**src/rtl/eei_pkg.sv**
```systemverilog
// Shared execution-environment definitions: machine widths and the A-extension funct5 encodings.
package eei_pkg;

    localparam int XLEN              = 64;
    localparam int MEMBUS_DATA_WIDTH = 64;

    typedef enum logic [4:0] {
        AMO_ADD  = 5'b00000,
        AMO_SWAP = 5'b00001,
        AMO_LR   = 5'b00010,
        AMO_SC   = 5'b00011,
        AMO_XOR  = 5'b00100,
        AMO_OR   = 5'b01000,
        AMO_AND  = 5'b01100,
        AMO_MIN  = 5'b10000,
        AMO_MAX  = 5'b10100,
        AMO_MINU = 5'b11000,
        AMO_MAXU = 5'b11100
    } amo_op_e;

    function automatic logic [63:0] sext32(input logic [31:0] v);
        return {{32{v[31]}}, v};
    endfunction

endpackage

```
**src/rtl/amo_alu.sv**
```systemverilog
// Combinational AMO arithmetic; .W forms operate on the low 32 bits and return a sign-extended result.
module amo_alu
    import eei_pkg::*;
(
    input  amo_op_e          op,
    input  logic             is_word,
    input  logic [XLEN-1:0]  old,
    input  logic [XLEN-1:0]  src,
    output logic [XLEN-1:0]  new_val
);

    logic [XLEN-1:0] a_s, b_s, a_u, b_u, res;
    logic            lt_s, lt_u;

    // Signed views sign-extend and unsigned views zero-extend, so one 64-bit compare serves both widths.
    assign a_s  = is_word ? sext32(old[31:0]) : old;
    assign b_s  = is_word ? sext32(src[31:0]) : src;
    assign a_u  = is_word ? {32'b0, old[31:0]} : old;
    assign b_u  = is_word ? {32'b0, src[31:0]} : src;
    assign lt_s = $signed(a_s) < $signed(b_s);
    assign lt_u = a_u < b_u;

    always_comb begin
        res = a_s;
        case (op)
            AMO_ADD:  res = a_s + b_s;
            AMO_SWAP: res = b_s;
            AMO_XOR:  res = a_s ^ b_s;
            AMO_AND:  res = a_s & b_s;
            AMO_OR:   res = a_s | b_s;
            AMO_MIN:  res = lt_s ? a_s : b_s;
            AMO_MAX:  res = lt_s ? b_s : a_s;
            AMO_MINU: res = lt_u ? a_s : b_s;
            AMO_MAXU: res = lt_u ? b_s : a_s;
            default:  res = a_s;
        endcase
    end

    assign new_val = is_word ? sext32(res[31:0]) : res;

endmodule

```
**src/rtl/amo_unit.sv**
```systemverilog
// Sequences A-extension requests into bus read/write transactions; plain loads/stores pass straight through.
// state     | meaning
// S_IDLE    | accepting; plain requests wired through to the bus
// S_PASS    | plain request outstanding, waiting for its bus response
// S_RD      | AMO/LR read request on the bus
// S_WAIT_R  | waiting for read data
// S_WR      | AMO/SC write request on the bus
// S_WAIT_W  | waiting for write acknowledge
// S_SC_FAIL | SC without reservation, respond 1 without bus access
module amo_unit
    import eei_pkg::*;
#(
    parameter int DATA_WIDTH = MEMBUS_DATA_WIDTH,
    parameter int ADDR_WIDTH = XLEN
) (
    input  logic                    clk,
    input  logic                    rst,
    input  logic                    s_valid,
    output logic                    s_ready,
    input  logic [ADDR_WIDTH-1:0]   s_addr,
    input  logic                    s_wen,
    input  logic [DATA_WIDTH-1:0]   s_wdata,
    input  logic [DATA_WIDTH/8-1:0] s_wmask,
    input  logic                    s_is_amo,
    input  logic [4:0]              s_amoop,
    input  logic [2:0]              s_funct3,
    output logic                    s_rvalid,
    output logic [DATA_WIDTH-1:0]   s_rdata,
    output logic                    m_valid,
    input  logic                    m_ready,
    output logic [ADDR_WIDTH-1:0]   m_addr,
    output logic                    m_wen,
    output logic [DATA_WIDTH-1:0]   m_wdata,
    output logic [DATA_WIDTH/8-1:0] m_wmask,
    input  logic                    m_rvalid,
    input  logic [DATA_WIDTH-1:0]   m_rdata
);

    typedef enum logic [2:0] {
        S_IDLE, S_PASS, S_RD, S_WAIT_R, S_WR, S_WAIT_W, S_SC_FAIL
    } state_e;

    state_e                  state_q, state_d;
    logic [ADDR_WIDTH-1:2]   addr_q;
    logic [DATA_WIDTH-1:0]   old_q, new_q;
    amo_op_e                 op_q;
    logic                    word_q;
    logic                    resv_valid_q;
    logic [ADDR_WIDTH-1:3]   resv_addr_q;

    amo_op_e                 s_op;
    logic                    amo_accept, resv_hit_s, resv_hit_q;
    logic [31:0]             lane;
    logic [DATA_WIDTH-1:0]   old_ext;
    logic [XLEN-1:0]         alu_new;

    assign s_op       = amo_op_e'(s_amoop);
    assign amo_accept = (state_q == S_IDLE) && s_valid && s_is_amo;
    assign resv_hit_s = resv_valid_q && (resv_addr_q == s_addr[ADDR_WIDTH-1:3]);
    assign resv_hit_q = resv_valid_q && (resv_addr_q == addr_q[ADDR_WIDTH-1:3]);
    assign lane       = addr_q[2] ? m_rdata[63:32] : m_rdata[31:0];
    assign old_ext    = word_q ? sext32(lane) : m_rdata;

    amo_alu u_alu (
        .op      (op_q),
        .is_word (word_q),
        .old     (old_ext),
        .src     (new_q),
        .new_val (alu_new)
    );

    always_comb begin
        state_d  = state_q;
        s_ready  = 1'b0;
        s_rvalid = 1'b0;
        s_rdata  = '0;
        m_valid  = 1'b0;
        m_addr   = {addr_q[ADDR_WIDTH-1:3], 3'b000};
        m_wen    = 1'b0;
        m_wdata  = word_q ? {new_q[31:0], new_q[31:0]} : new_q;
        m_wmask  = word_q ? {{4{addr_q[2]}}, {4{~addr_q[2]}}} : '1;
        case (state_q)
            S_IDLE: begin
                if (s_is_amo) begin
                    s_ready = 1'b1;
                    if (s_valid) begin
                        if (s_op == AMO_SC) state_d = resv_hit_s ? S_WR : S_SC_FAIL;
                        else                state_d = S_RD;
                    end
                end else begin
                    m_valid = s_valid;
                    m_addr  = s_addr;
                    m_wen   = s_wen;
                    m_wdata = s_wdata;
                    m_wmask = s_wmask;
                    s_ready = m_ready;
                    if (s_valid && m_ready) state_d = S_PASS;
                end
            end
            S_PASS: begin
                s_rvalid = m_rvalid;
                s_rdata  = m_rdata;
                if (m_rvalid) state_d = S_IDLE;
            end
            S_RD: begin
                m_valid = 1'b1;
                if (m_ready) state_d = S_WAIT_R;
            end
            S_WAIT_R: begin
                if (m_rvalid) begin
                    if (op_q == AMO_LR) begin
                        s_rvalid = 1'b1;
                        s_rdata  = old_ext;
                        state_d  = S_IDLE;
                    end else begin
                        state_d  = S_WR;
                    end
                end
            end
            S_WR: begin
                m_valid = 1'b1;
                m_wen   = 1'b1;
                if (m_ready) state_d = S_WAIT_W;
            end
            S_WAIT_W: begin
                if (m_rvalid) begin
                    s_rvalid = 1'b1;
                    s_rdata  = (op_q == AMO_SC) ? '0 : old_q;
                    state_d  = S_IDLE;
                end
            end
            S_SC_FAIL: begin
                s_rvalid = 1'b1;
                s_rdata  = DATA_WIDTH'(1);
                state_d  = S_IDLE;
            end
            default: state_d = S_IDLE;
        endcase
    end

    // new_q doubles as the SC store value, so it is loaded with rs2 at accept.
    always_ff @(posedge clk or posedge rst) begin
        if (rst) begin
            state_q <= S_IDLE;
            addr_q  <= '0;
            old_q   <= '0;
            new_q   <= '0;
            op_q    <= AMO_ADD;
            word_q  <= 1'b0;
        end else begin
            state_q <= state_d;
            if (amo_accept) begin
                addr_q <= s_addr[ADDR_WIDTH-1:2];
                new_q  <= s_wdata;
                op_q   <= s_op;
                word_q <= (s_funct3 == 3'b010);
            end
            if (state_q == S_WAIT_R && m_rvalid) begin
                old_q <= old_ext;
                new_q <= alu_new;
            end
        end
    end

    always_ff @(posedge clk or posedge rst) begin
        if (rst) begin
            resv_valid_q <= 1'b0;
            resv_addr_q  <= '0;
        end else if (state_q == S_WAIT_R && m_rvalid && op_q == AMO_LR) begin
            resv_valid_q <= 1'b1;
            resv_addr_q  <= addr_q[ADDR_WIDTH-1:3];
        end else if (amo_accept && s_op == AMO_SC) begin
            resv_valid_q <= 1'b0;
        end else if (state_q == S_IDLE && s_valid && !s_is_amo && s_wen && m_ready && resv_hit_s) begin
            resv_valid_q <= 1'b0;
        end else if (state_q == S_WR && m_ready && resv_hit_q) begin
            resv_valid_q <= 1'b0;
        end
    end

endmodule

```
**config.mk**
```make
export PLATFORM = sky130hd
export DESIGN_NAME = amo_unit
export DESIGN_NICKNAME = d
export VERILOG_FILES = /design/src/rtl/eei_pkg.sv /design/src/rtl/amo_alu.sv /design/src/rtl/amo_unit.sv
export SDC_FILE = /design/constraint.sdc
export NUM_CORES = 2
export LEC_CHECK = 0
export ABC_CLOCK_PERIOD_IN_PS = 11450
export BUFFER_PORTS_ARGS = -buffer_cell sky130_fd_sc_hd__buf_2
export CORE_ASPECT_RATIO = 0.8
export CORE_MARGIN = 4
export CORE_UTILIZATION = 55
export CTS_BUF_LIST = sky130_fd_sc_hd__clkbuf_8
export CTS_CLUSTER_DIAMETER = 150
export CTS_CLUSTER_SIZE = 30
export DETAILED_ROUTE_END_ITERATION = 16
export PLACE_DENSITY_LB_ADDON = 0.3
export RECOVER_POWER = 100
export SKIP_CTS_REPAIR_TIMING = 1
export SYNTH_ARGS = -nofsm -noshare
export SYNTH_HDL_FRONTEND = slang
export SYNTH_HIERARCHICAL = 1
export SYNTH_SLANG_ARGS = --single-unit
```
**constraint.sdc**
```tcl
create_clock -name clk -period 11.45 [get_ports clk]
set_clock_uncertainty 0.05 [all_clocks]
set_input_delay 1.145 -clock clk [delete_from_list [all_inputs] [get_ports clk]]
set_output_delay 1.145 -clock clk [all_outputs]
set_load 0.1 [all_outputs]
```
**After elaboration in Yosys (flattened, before gate mapping)**

Index checks and enable logic that the tools add are counted.

- Add/sub/neg operators: 1
- $lt $le $gt $ge: 2
- Eq/ne operators: 26
- Mux-type cells: 52
- Bitwise operators: 4
- Reduce and logical (&&, ||, !) cells: 22

Operators by type and width:

| kind | number |
|---|---|
| 64-bit 2-to-1 mux | 21 |
| 64-bit case mux with 9 select lines | 1 |
| 64-bit case mux with 4 select lines | 1 |
| 64-bit < comparator | 2 |
| 61-bit == test | 2 |
| 64-bit adder | 1 |
| 64-bit bitwise AND | 1 |
| 64-bit OR | 1 |
| 64-bit bitwise XOR | 1 |
| 32-bit 2-to-1 mux | 1 |
| 3-bit 2-to-1 mux | 9 |
| 8-bit 2-to-1 mux | 3 |
| 5-bit == test, second input constant | 4 |
| 5-bit by 2-bit == test with 1-bit output, second input constant | 3 |
| 3-bit case mux with 5 select lines | 1 |
| 1-bit logical AND | 14 |
| 1-bit 2-to-1 mux | 11 |
| 5-bit by 4-bit == test with 1-bit output, second input constant | 2 |
| 3-bit by 2-bit == test with 1-bit output, second input constant | 3 |
| 3-bit == test, second input constant | 3 |
| 2-bit != test, second input constant | 3 |
| 6-bit AND reduction | 1 |
| 5-bit by 1-bit == test with 1-bit output, second input constant | 1 |
| 5-bit by 3-bit == test with 1-bit output, second input constant | 1 |
| other kinds (14) | 16 |

- Flip-flop bits (word level): 261
- Bits of input ports: 215
- Output and inout port bits: 204

**Logic depth before layout (Yosys ltp)**

- Depth in word-level cells: 9
- Mapped depth: 25
- Gate-level depth less buffers: 22

**Cells and area by module**

Netlist, hierarchy kept.

Modules (own cells, without submodules):

| module | instances | cells an instance | area each (sq um) | sequential area each (sq um) |
|---|---|---|---|---|
| amo_unit | 1 | 1783 | 15557.4 | 6531.3 |
| amo_alu | 1 | 1760 | 11471.0 | 0.0 |

**Least setup slack after synthesis**

OpenSTA, ideal clock, no wires.

- Path kind: input to register
- From: input m_rdata[31]
- To: register new_q[33]
- Arrival time: 5.106 ns
- Required time: 11.263 ns
- Slack: 6.157 ns
- Cell stages on the path: 23
- Buffers on the path: 5
- Cells stage by stage: mux2_2 > inv_1 > nor2_1 > clkbuf_1 > buf_1 > nor2_1 > ha_1 > buf_2 > nor4_1 > nand3_1 > nor3_1 > o31ai_1 > and4b_1 > xnor2_1 > o22a_2 > mux2_2 > nand2_2 > buf_4 > buf_4 > a221oi_1 > nand2_1 > nor2_1 > a21oi_1

- Longest elaborated chain between the ends: 8

Ends and longest elaborated chain:

| element | line | source |
|---|---|---|
| from (decl) | amo_unit.sv:36 | `input logic [DATA_WIDTH-1:0] m_rdata` |
| 32-bit 2-to-1 mux | amo_unit.sv:61 | `assign lane = addr_q[2] ? m_rdata[63:32] : m_rdata[31:0];` |
| 64-bit 2-to-1 mux * | amo_unit.sv:62 | `assign old_ext = word_q ? sext32(lane) : m_rdata;` |
| 64-bit 2-to-1 mux, on equally long branches | amo_alu.sv:18, amo_alu.sv:16 |  |
| 64-bit < comparator, on equally long branches | amo_alu.sv:21, amo_alu.sv:20 |  |
| 64-bit 2-to-1 mux, on equally long branches | n/a |  |
| 64-bit case mux with 9 select lines * | amo_alu.sv:25 | `case (op)` |
| 64-bit 2-to-1 mux * | amo_alu.sv:39 | `assign new_val = is_word ? sext32(res[31:0]) : res;` |
| via alu_new[33] | amo_unit.sv:55 | `logic [XLEN-1:0] alu_new;` |
| 64-bit 2-to-1 mux * | amo_unit.sv:158 | `if (state_q == S_WAIT_R && m_rvalid) begin` |
| to (signal assigned) | amo_unit.sv:154 | `new_q <= s_wdata;` |
| to (signal assigned) | amo_unit.sv:160 | `new_q <= alu_new;` |
| to (decl) | amo_unit.sv:45 | `logic [DATA_WIDTH-1:0] old_q, new_q;` |

Mark *: on every way through the listed nets, which the timed path passes. The rest lies on a longest branch.
A chain may end at the register's enable or synchronous reset.

**Worst setup path in the final report**

- From: register word_q
- To: register new_q[61]

- Longest elaborated chain between the ends: 7

Ends and longest elaborated chain:

| element | line | source |
|---|---|---|
| from (decl) | amo_unit.sv:47 | `logic word_q;` |
| from (signal assigned) | amo_unit.sv:156 | `word_q <= (s_funct3 == 3'b010);` |
| 64-bit 2-to-1 mux * | amo_unit.sv:62 |  |
| via old_ext[59] | amo_unit.sv:54 | `logic [DATA_WIDTH-1:0] old_ext;` |
| 64-bit 2-to-1 mux, on equally long branches | amo_alu.sv:18, amo_alu.sv:16 |  |
| 64-bit < comparator, on equally long branches | amo_alu.sv:21, amo_alu.sv:20 |  |
| 64-bit 2-to-1 mux, on equally long branches | n/a |  |
| 64-bit case mux with 9 select lines * | amo_alu.sv:25 |  |
| 64-bit 2-to-1 mux * | amo_alu.sv:39 |  |
| via alu_new[61] | amo_unit.sv:55 |  |
| 64-bit 2-to-1 mux * | amo_unit.sv:158 |  |

Marked as above.

==> summary.txt <==
Run status
  • Status: finished, violations left
  • Failing checks: max-capacitance violations, max-slew violations

Routing
  • 1st-iter DRT viols: 4987
  • First-pass DRT Iterations: 12
  • Post-route ant nets: 0
  • Average wire per standard cell: 27.1 um
  • Drt total wl: 119 mm
  • Post-route DRC: 0
  • Vias after detailed routing: 29192
  • Via density: 6.64

Worst setup path
  • Startpoint type of the worst setup path: register
  • Slowest Stage Delay on Critical Path: 1160 ps
  • Crit path DAT: 9110 ps
  • CP Data Required Time: 11750 ps
  • Buffers and inverters on the worst path: 3
  • Slowest cell on the critical path: nand2_1
  • Cell family with most CP delay: simple AND/OR/NAND/NOR gates
  • Crit-path cells: buf_4 -> nand2_1 -> clkbuf_1 -> o21ai_0 -> inv_1 -> nor2b_1 -> nor2_1 -> ha_1 -> nor3_1 -> nand3_1 -> nor3_1 -> o31ai_1 -> and4b_1 -> xnor2_1 -> o22a_1 -> mux2_1 -> nand2_1 -> a221oi_1 -> o211ai_2 -> nor2_1 -> a21oi_1
  • Worst setup EP type: register
  • WS Path Type: register to register
  • Max FO, Critical Path: 63

Synth
  • Most used DFF post-synth: dfrtp_1
  • Fraction of registers with async set/reset: 100%
  • Synth Instances: 3543
  • Area contributors post-synth: dfrtp_1 24%, ha_1 10%, nand2_1 8.4%
  • Synth area leader: dfrtp_1
  • Yosys reg bits: 261
  • Post-synth cell types: 86
  • Syn Nets: 3983
  • Post-synth top area share: 24.2%
  • Ys Warns: 6
  • Number of synthesized flops with an enable pin: 0
  • Seq/Total Area, Yosys: 24.2%
  • Netlist Area Pre-Place: 0.0270 sq mm
  • Most frequent cells after synthesis: 604 x nand2_1, 275 x a21oi_1, 270 x o21ai_0
  • Syn_area_per_cell: 7.63 sq um
  • Count leader, synth: nand2_1

Die
  • Chip height: 206 um
  • Site row count: 72
  • Die X: 256 um
  • I/O pins: 419
  • Die ar.: 0.0528 sq mm
  • Core area: 0.0485 sq mm
  • Initial Util: 55.8%

Global routing
  • Gr usage total: 42.7%
  • Number of global-route vias before repair: 26099
  • Grt ovf: 0
  • Largest net degree at the start of global routing: 144
  • First-pass GRT wire length: 172 mm
  • Antenna violations before repair: 17

Clock tree
  • CTS clk-pin slew, worst paths: 200 ps
  • Cts bufs inserted: 13
  • Clk sink count: 261
  • Clock H-tree levels: 1
  • CTS tree: built
  • CTS Root Cell: clkbuf_8
  • Clk buf depth: 3
  • Clock Latency Late Sink: 620 ps

STA
  • Hold Violations, Final: 0
  • Final critical-path required period: 8810 ps
  • Max Slew Vio Count: 832
  • Worst-margin pin slew: 5440 ps
  • Fmax: 0.114 GHz
  • Worst rel slew slack: -265%
  • Period utilization: 76.9%
  • Setup TNS: 0 ps
  • RSZ-0062 raised after global routing: no
  • Number of setup violations in the final report: 0
  • Min Hold Slack: 460 ps

Cells and area
  • # nets final: 4197
  • Area grow syn2layout: 6.77%
  • Fill count: 4697
  • Register area: 0.00654 sq mm
  • Multi-input logic area: 0.0182 sq mm
  • Layout cell share with drive strength beyond 1: 10.4%

Worst hold path
  • HP Class: register to register

Flow run
  • Max-cap violations: 18

Placed design
  • Port buffer count: 418
  • GPL Wtd Cong: 1.11
  • Detailed Place HPWL: 90.3 mm
## final cells by class
cell class                 instances  share of cell area (%)
tap                              629                    2.73
multi-input combinational       2764                    63.2
timing repair buffer             454                    7.18
clock inverter                     4                   0.178
inverter                         263                    3.43
sequential                       261                    22.6
antenna                            9                  0.0780
clock buffer                      13                   0.620
## metal layers
| layer | GRT usage [%] | up-vias | routed length (um) |
|---|---|---|---|
| li1 | - | 12862 | - |
| met5 | 1.85 | - | 215 |
| met2 | 60.5 | 2261 | 47100 |
| met4 | 15.4 | 14 | 5900 |
| met1 | 57.7 | 13685 | 45900 |
| met3 | 18.5 | 370 | 20000 |
## worst paths after layout
check	from	end	slack [ps]	depth (start not counted)
worst max-delay path	word_q	new_q[61]	2640	21
worst min-delay path	old_q[38]	old_q[38]	460	2
worst max register to register	word_q	new_q[61]	2640	21
worst min register to register	old_q[38]	old_q[38]	460	2
max in group asynchronous	rst	word_q	3480	3
min in group asynchronous	rst	addr_q[16]	2150	2
## worst register-to-register path, stage by stage, from the launching register on
cell and delay [ps]:
dfrtp_4 510, buf_4 370, nand2_1 150, clkbuf_1 1130
o21ai_0 590, inv_1 190, nor2b_1 200, nor2_1 120
ha_1 480, nor3_1 290, nand3_1 240, nor3_1 380
o31ai_1 200, and4b_1 320, xnor2_1 170, o22a_1 270
mux2_1 710, nand2_1 1160, a221oi_1 710, o211ai_2 110
nor2_1 140, a21oi_1 80
## logic make-up (layout without fill, tap and decap cells)
group / Yosys count / in the layout / synth area share [%]
simple gates: 1163 / 1163 / 19.1
compound gates: 999 / 999 / 24.0
buf+inv: 518 / 734 / 7.94
flops: 261 / 261 / 24.2
mux: 230 / 230 / 9.61
fa+ha+maj: 225 / 225 / 10.4
xor+xnor: 147 / 147 / 4.76
other cells: 0 / 9 / 0
## through the flow
step	cell area (sq um)	util [%]	setup WS [ps]	std cells
global placement	29100	60.1	4660	4371
detailed placement	29100	60.1	4620	4371
CTS	29300	60.6	4540	4388
finish	28900	59.5	2640	4397
floorplan	27000	-	3070	3543
global route	28900	59.5	2090	4396
## cells in the final DEF (no fill, tap or decap), drive strengths merged, types with 10 or more instances in the layout
master,Yosys,final
a21oi,276,276
nor2,259,259
buf,102,242
nor2b,60,60
nand2,606,606
o31ai,10,10
nor4,40,40
nand2b,26,26
and3,17,17
a211oi,25,25
o221ai,31,31
clkbuf,153,225
a22oi,26,26
xor2,63,63
inv,261,264
ha,224,224
nand4,48,48
nor3,27,27
o21a,13,13
o2111ai,12,12
o21bai,12,12
mux2i,103,103
o21ai,298,298
o211ai,36,36
xnor2,84,84
dfrtp,261,261
mux2,127,127
a31oi,17,17
o22ai,23,23
a221oi,59,59
a222oi,33,33
a221o,28,28
a21o,47,47
nand3,33,33
## sequential cells by signal, indices dropped and copies added, names as in the netlist
signal and flops:
op_q 5, old_q 64, resv_addr_q 61, new_q 64, resv_valid_q 1, word_q 1
addr_q 62, state_q 3
Power is not shown: default switching activity piles up to over one toggle a cycle in this logic, so the estimate is an artifact.
